<file path="src/rtl/nn_cls_pkg.sv">
// Shared types and constants for the classifier-layer scheduler: FSM states,
// default geometry and the Q6.10 fixed-point data format.
package nn_cls_pkg;

  typedef enum logic [2:0] {
    S_IDLE,
    S_READ,
    S_BIAS,
    S_DRAIN,
    S_ACT,
    S_WRITE,
    S_DONE
  } state_t;

  localparam int N_FEAT_DEF = 9;
  localparam int N_LANE_DEF = 3;

  localparam int DATA_W   = 16;
  localparam int Q_INT_W  = 6;
  localparam int Q_FRAC_W = 10;
  localparam logic [DATA_W-1:0] Q_ONE = 16'h0400;

endpackage

</file>
<file path="src/rtl/nn_cls_valid_dly.sv">
// Delay line that re-aligns the {mac, bias} read strobes with BRAM output data.
// Freezes when i_en is low so a stalled schedule resumes at the same step.
module nn_cls_valid_dly #(
  parameter int DEPTH = 1
) (
  input  logic       clk,
  input  logic       rst,
  input  logic       i_en,
  input  logic       i_clr,
  input  logic [1:0] i_d,
  output logic [1:0] o_q
);

  logic [1:0] r_sr [DEPTH];

  always_ff @(posedge clk or posedge rst) begin
    if (rst) begin
      for (int i = 0; i < DEPTH; i++) r_sr[i] <= '0;
    end else if (i_clr) begin
      for (int i = 0; i < DEPTH; i++) r_sr[i] <= '0;
    end else if (i_en) begin
      r_sr[0] <= i_d;
      for (int i = 1; i < DEPTH; i++) r_sr[i] <= r_sr[i-1];
    end
  end

  assign o_q = r_sr[DEPTH-1];

endmodule

</file>
<file path="src/rtl/nn_cls_scheduler.sv">
// Sequences one classifier inference: feature/weight reads, bias fetch, pipeline
// drain, activation, result write-back of N_LANE lanes plus an unhealthy flag.
module nn_cls_scheduler
  import nn_cls_pkg::*;
#(
  parameter int N_FEAT   = N_FEAT_DEF,
  parameter int N_LANE   = N_LANE_DEF,
  parameter int ADDR_W   = 4,
  parameter int BRAM_LAT = 1,
  parameter int ACT_LAT  = 2
) (
  input  logic              clk,
  input  logic              rst,
  input  logic              en,
  input  logic              clr,
  input  logic              start,
  output logic              ready,
  output logic              done,
  output logic              xij_enb,
  output logic [ADDR_W-1:0] xij_addrb,
  output logic              wb_enb,
  output logic [ADDR_W-1:0] wb_addrb,
  output logic              acc_clr,
  output logic              mac_valid,
  output logic              bias_valid,
  output logic              act_en,
  output logic              xout_ena,
  output logic [7:0]        xout_wea,
  output logic [ADDR_W-1:0] xout_addra,
  output logic [1:0]        xout_sel
);

  localparam logic [7:0]        C_READ_LAST  = 8'(N_FEAT - 1);
  localparam logic [7:0]        C_DRAIN_LAST = 8'(BRAM_LAT - 1);
  localparam logic [7:0]        C_ACT_LAST   = 8'(ACT_LAT - 1);
  localparam logic [7:0]        C_WR_LAST    = 8'(N_LANE);
  localparam logic [ADDR_W-1:0] C_BIAS_ADDR  = ADDR_W'(N_FEAT);

  state_t     r_state, w_state_next;
  logic [7:0] r_cnt, w_cnt_next;
  logic [1:0] w_dly_q;

  always_ff @(posedge clk or posedge rst) begin
    if (rst) begin
      r_state <= S_IDLE;
      r_cnt   <= '0;
    end else begin
      r_state <= w_state_next;
      r_cnt   <= w_cnt_next;
    end
  end

  // A single step counter serves every multi-cycle state; it restarts at 0 on each entry.
  always_comb begin
    w_state_next = r_state;
    w_cnt_next   = r_cnt;
    done         = 1'b0;
    xij_enb      = 1'b0;
    xij_addrb    = '0;
    wb_enb       = 1'b0;
    wb_addrb     = '0;
    acc_clr      = 1'b0;
    act_en       = 1'b0;
    xout_ena     = 1'b0;
    xout_wea     = '0;
    xout_addra   = '0;
    xout_sel     = '0;
    if (en) begin
      case (r_state)
        S_IDLE: begin
          if (start) begin
            w_state_next = S_READ;
            w_cnt_next   = '0;
          end
        end
        S_READ: begin
          xij_enb   = 1'b1;
          wb_enb    = 1'b1;
          xij_addrb = r_cnt[ADDR_W-1:0];
          wb_addrb  = r_cnt[ADDR_W-1:0];
          acc_clr   = (r_cnt == '0);
          if (r_cnt == C_READ_LAST) begin
            w_state_next = S_BIAS;
            w_cnt_next   = '0;
          end else begin
            w_cnt_next = r_cnt + 8'd1;
          end
        end
        S_BIAS: begin
          wb_enb       = 1'b1;
          wb_addrb     = C_BIAS_ADDR;
          w_state_next = S_DRAIN;
          w_cnt_next   = '0;
        end
        S_DRAIN: begin
          if (r_cnt == C_DRAIN_LAST) begin
            w_state_next = S_ACT;
            w_cnt_next   = '0;
          end else begin
            w_cnt_next = r_cnt + 8'd1;
          end
        end
        S_ACT: begin
          act_en = (r_cnt == '0);
          if (r_cnt == C_ACT_LAST) begin
            w_state_next = S_WRITE;
            w_cnt_next   = '0;
          end else begin
            w_cnt_next = r_cnt + 8'd1;
          end
        end
        S_WRITE: begin
          xout_ena   = 1'b1;
          xout_wea   = 8'hFF;
          xout_addra = r_cnt[ADDR_W-1:0];
          xout_sel   = r_cnt[1:0];
          if (r_cnt == C_WR_LAST) begin
            w_state_next = S_DONE;
            w_cnt_next   = '0;
          end else begin
            w_cnt_next = r_cnt + 8'd1;
          end
        end
        S_DONE: begin
          done         = 1'b1;
          w_state_next = S_IDLE;
        end
        default: w_state_next = S_IDLE;
      endcase
    end
    if (clr) begin
      w_state_next = S_IDLE;
      w_cnt_next   = '0;
    end
  end

  nn_cls_valid_dly #(
    .DEPTH(BRAM_LAT)
  ) u_valid_dly (
    .clk  (clk),
    .rst  (rst),
    .i_en (en),
    .i_clr(clr),
    .i_d  ({r_state == S_READ, r_state == S_BIAS}),
    .o_q  (w_dly_q)
  );

  assign ready      = (r_state == S_IDLE);
  assign mac_valid  = en & w_dly_q[1];
  assign bias_valid = en & w_dly_q[0];

endmodule

</file>
<file path="config.mk">
export PLATFORM = sky130hd
export DESIGN_NAME = nn_cls_scheduler
export DESIGN_NICKNAME = d
export VERILOG_FILES = /design/src/rtl/nn_cls_pkg.sv /design/src/rtl/nn_cls_valid_dly.sv /design/src/rtl/nn_cls_scheduler.sv
export SDC_FILE = /design/constraint.sdc
export NUM_CORES = 1
export LEC_CHECK = 0
export ABC_AREA = 1
export CORE_UTILIZATION = 44
export DETAILED_ROUTE_END_ITERATION = 6
export GPL_ROUTABILITY_DRIVEN = 0
export PLACE_DENSITY_LB_ADDON = 0.05
export SLEW_MARGIN = 20
export SYNTH_ARGS = -nofsm -noshare
export SYNTH_HDL_FRONTEND = slang
export SYNTH_SLANG_ARGS = --single-unit
export TNS_END_PERCENT = 10
</file>
<file path="constraint.sdc">
create_clock -name clk -period 1.6 [get_ports clk]
set_input_delay 0.32 -clock clk [delete_from_list [all_inputs] [get_ports clk]]
set_output_delay 0.32 -clock clk [all_outputs]
set_load 0.02 [all_outputs]
</file>
# Word-level counts from Yosys, hierarchy flattened

Cells that the tools add are included.

Flip-flop bits (word level): 13
Bits in latches: 0
Bits in writable memories: 0
Memory bits (read-only): 0
Memories: 0

Add/subtract/negate cells: 1
Multipliers: 0
Divide/modulo/power cells: 0
$lt $le $gt $ge: 0
Eq/ne operators: 14
Shift-type cells: 0
Multiplexer cells: 40
Bitwise operators: 2
Reductions and logical operators: 7

Operators with widths:

| operator              | number |
|---|---|
| $mux W8               | 9 |
| $pmux W8 S6           | 1 |
| $mux W3               | 7 |
| $mux W4               | 5 |
| $pmux W3 S6           | 1 |
| $ne A3 B3 Y1 const B  | 5 |
| $mux W1               | 12 |
| $eq A3 B3 Y1 const B  | 3 |
| $add A8 B1 Y8 const B | 1 |
| $eq A8 B1 Y1 const B  | 1 |
| $eq A8 B2 Y1 const B  | 1 |
| $eq A8 B4 Y1 const B  | 1 |
| $logic_not A8 Y1      | 1 |
| $mux W2               | 4 |
| $pmux W4 S2           | 1 |
| $reduce_bool A7 Y1    | 1 |
| $eq A3 B2 Y1 const B  | 2 |
| $reduce_and A6 Y1     | 1 |
| $eq A3 B1 Y1 const B  | 1 |
| $logic_not A3 Y1      | 1 |
| $reduce_and A3 Y1     | 1 |
| $and A1 B1 Y1         | 2 |
| $reduce_bool A2 Y1    | 1 |
| $reduce_or A2 Y1      | 1 |

# Longest topological paths before layout

Depth in word-level cells: 5
Gate-level depth with buffers: 11
Gate-level depth less buffers: 11

# Modules after synthesis

A second synthesis with hierarchy kept.

Cell total of the unflattened synthesis: 197
Area total of the unflattened synthesis: 1281.2 µm²

By module, submodules not included:

| module           | instances | cells an instance | area an instance (µm²) |
|---|---|---|---|
| nn_cls_scheduler | 1         | 186               | 1192.4 |
| nn_cls_valid_dly | 1         | 11                | 88.8 |

# Least setup slack after synthesis

Ideal clock, no wire load.

Kind: register to output
Start point: register r_state[1]
End point: output xout_sel[0]
Data arrival time: 1971 ps
Data required time: 1280 ps
Setup slack: -691 ps
Stages on the path, launching flop included: 8
Path buffers: 2
Path through: dfrtp_1 -> buf_4 -> inv_2 -> nand3_2 -> nor2_1 -> inv_1 -> nor2_1 -> buf_4

Word-level cells in the longest chain between the ends: 3

Ends and longest elaborated chain:

| item                     | RTL line               | text |
|---|---|---|
| start: declaration       | nn_cls_scheduler.sv:39 | `state_t r_state, w_state_next;` |
| start signal: assignment | nn_cls_scheduler.sv:48 | `r_state <= w_state_next;` |
| $eq A3 B3 Y1             | nn_cls_scheduler.sv:69 | `case (r_state)` |
| $mux W2                  | nn_cls_scheduler.sv:69 |  |
| $mux W2                  | nn_cls_scheduler.sv:68 | `if (en) begin` |
| end: declaration         | nn_cls_scheduler.sv:30 | `output logic [1:0] xout_sel` |

No other way between the ends.

# Worst setup path after layout

Start point: register r_state[2]
End point: output acc_clr

Word-level cells in the longest chain between the ends: 3

Ends and longest elaborated chain:

| item             | RTL line               | text |
|---|---|---|
| $eq A3 B1 Y1     | nn_cls_scheduler.sv:69 |  |
| $mux W1          | nn_cls_scheduler.sv:69 |  |
| $mux W1          | nn_cls_scheduler.sv:68 |  |
| end: declaration | nn_cls_scheduler.sv:23 | `output logic acc_clr,` |

No other way between the ends.

==> flow_summary.json <==
{
  "wl_per_cell_um": 13.1,
  "dieWidth_um": 57.3,
  "wl_um": 3960,
  "io_buffer_count": 35,
  "synth_top_area_share_pct": 24.2,
  "powerDensity_nw_per_um2": 1110,
  "tritoncts": "yes",
  "ys_top_cells_by_area": "dfrtp_1 (24%), nand2_1 (15%), buf_4 (8.4%)",
  "clock_insertion_delay_worst_skew_ps": 290,
  "ant_nets": 0,
  "gr-total-overflow": 0,
  "syn_avg_cell_area_um2": 6.54,
  "die_h_um": 57.3,
  "ys_warn_count": 0,
  "hpwl_um": 3130,
  "fmax_ghz": 0.574,
  "cts.hold.buffers_added": 0,
  "syn_inst": 206,
  "hold_class": "in2async",
  "drtIter0Drc": 95,
  "grt_pass1_vias": 1444,
  "clock_path_buffers": 2,
  "antenna_found_initial": 0,
  "p_total_mw": 2.27,
  "cap_violations": 0,
  "track_usage_pct": 26.0,
  "cp.required_ps": 1280,
  "period_needed_ps": 1740,
  "clkTransAtPathRegs_ps": 100,
  "finalCritPeriodShare_pct": 109,
  "utilization_pct": 72.1,
  "fp.dieArea_um2": 3290,
  "maxSlewViolCount": 0,
  "yosysSeqAreaShare_pct": 24.2,
  "async_flop_share_pct": 100,
  "leakagePower_nw": 1.08,
  "syn_area_um2": 1350,
  "rsz0062_at_grt": "yes",
  "final_nets": 281,
  "slew_headroom_pct": 62.9,
  "end_kind": "output pin",
  "htree_levels": 1,
  "vdd_drop_max_uv": 766,
  "critPathArrivalTime_ps": 1420,
  "root_buffer": "clkbuf_4",
  "synth-main-ff-cell": "dfrtp_1",
  "path_max_fanout": 6,
  "cp-start-kind": "register",
  "syn_nets": 214,
  "initial_utilization_pct": 47.6,
  "worst_slew_pin_slew_ps": 556,
  "fill_cells": 247,
  "io_pins": 36,
  "finalSetupTns_ps": -2240,
  "diodes": 0,
  "drc": 3,
  "core_um2": 2830,
  "post-synth-top-area-cell": "dfrtp_1",
  "multi_input_area_um2": 916,
  "cts_made_buffers": 3,
  "synth_common_cells": "nand2_1 (54), nor2_1 (27), buf_4 (15), inv_1 (15), nand3_1 (15)",
  "ys_types": 28,
  "grt_pass1_wl_um": 6590,
  "rows": 19,
  "register_area_um2": 328,
  "violations": "design-rule violations, negative setup slack",
  "finalClockSkew_ps": 11.9,
  "cts_sinks": 13,
  "grt_max_degree": 14,
  "ys_ff_latch": 13,
  "synth_edf_count": 0,
  "vias": 1514,
  "setup_ws_ps": -143,
  "hold_violations": 0,
  "drt_first_pass_iters": 6,
  "outcome": "complete, but fails checks",
  "setup_viol": 26,
  "viasPerCell": 5.00,
  "path_class": "reg2out",
  "pre_cts_slack_ps": -562,
  "syn2layout_area_growth_pct": 51.5,
  "synth.most_common_cell": "nand2_1",
  "drive_gt1_share_pct": 51.5
}
final cells by class:
class,instances,area share (%)
clock buffers,4,1.29
well taps,31,1.90
flip-flops and latches,13,16.1
repair buffers,78,30.5
multi-input cells,150,44.9
inverters,27,5.34
stage by stage:
step           std cells  hold WS, ps  instance area [µm²]
6_report             303          369                 2040
5_1_grt              303          464                 2040
4_1_cts              300          388                 1980
3_5_place_dp         296          530                 1970
3_3_place_gp         296          507                 1970
2_1_floorplan        206          197                 1400
registers in the layout, summed over array words and instances (netlist names):
register         cells
u_valid_dly.o_q      2
r_cnt                8
r_state              3
what timing repair did:
item                       4_1_cts  5_1_grt
setup endpoints to repair       31       39
resized for setup              168       17
pin swaps                        5        7
setup buffers                    0        3
cells in the final DEF, fill, tap and decap left out, types with 3 or more instances in the layout:
master            n
nand3_1          14
nor2_1           15
o211ai_1          6
dfrtp_1          11
inv_1            12
buf_4            66
nand2_2          11
nor2_2           12
clkdlybuf4s50_1   4
buf_6             5
o21ai_0           4
nand3_4           3
nand3_2           3
clkbuf_4          3
nand2_1          51
nor2_4            7
nor3_2            3
a21oi_1           4
inv_2            12
power by group:
part | internal, mW | total, mW | switching, mW
logic | 0.735 | 1.57 | 0.838
clock network | 0.0969 | 0.223 | 0.126
registers | 0.390 | 0.475 | 0.0845
total | 1.22 | 2.27 | 1.05
routing by layer:
metal / global-route usage, % / up-vias / wire [µm]
met3: 3.85 / 9 / 168
met1: 30.7 / 699 / 1630
met4: 9.41 / 0 / 63
met2: 47.6 / 34 / 2090
li1: - / 772 / -
met5: 0 / - / 0
worst max-delay path: stages, from the launching register on:
cell and delay [ps]:
dfrtp_2 450, inv_2 100, nand3_4 100, nor2_4 130, inv_2 80, nor2_2 150
buf_6 130
path summary, 6_finish.rpt:
path	end	from	slack, ps	depth (start not counted)
setup / recovery	acc_clr	r_state[2]$_DFFE_PP0P_	-140	6
hold / removal	r_cnt[0]$_DFFE_PP0P_	rst	370	2
setup reg to reg	r_state[2]$_DFFE_PP0P_	r_state[0]$_DFFE_PP0P_	70	10
hold reg to reg	u_valid_dly.o_q[1]$_DFFE_PP0P_	u_valid_dly.o_q[1]$_DFFE_PP0P_	530	1
max in group asynchronous	r_state[2]$_DFFE_PP0P_	rst	820	2
min in group clk	u_valid_dly.o_q[1]$_DFFE_PP0P_	u_valid_dly.o_q[1]$_DFFE_PP0P_	530	1
cell families after synthesis:
group | Yosys count | share of synthesized area (%)
multiplexers | 1 | 0.836
adder cells (fa/ha/maj) | 3 | 2.79
AND/OR/NAND/NOR | 123 | 43.7
flip-flops | 13 | 24.2
AO/OA/AOI/OAI | 22 | 10.8
XOR/XNOR | 1 | 0.651
buffers and inverters | 43 | 17.1
(Power assumes the default switching activity.)
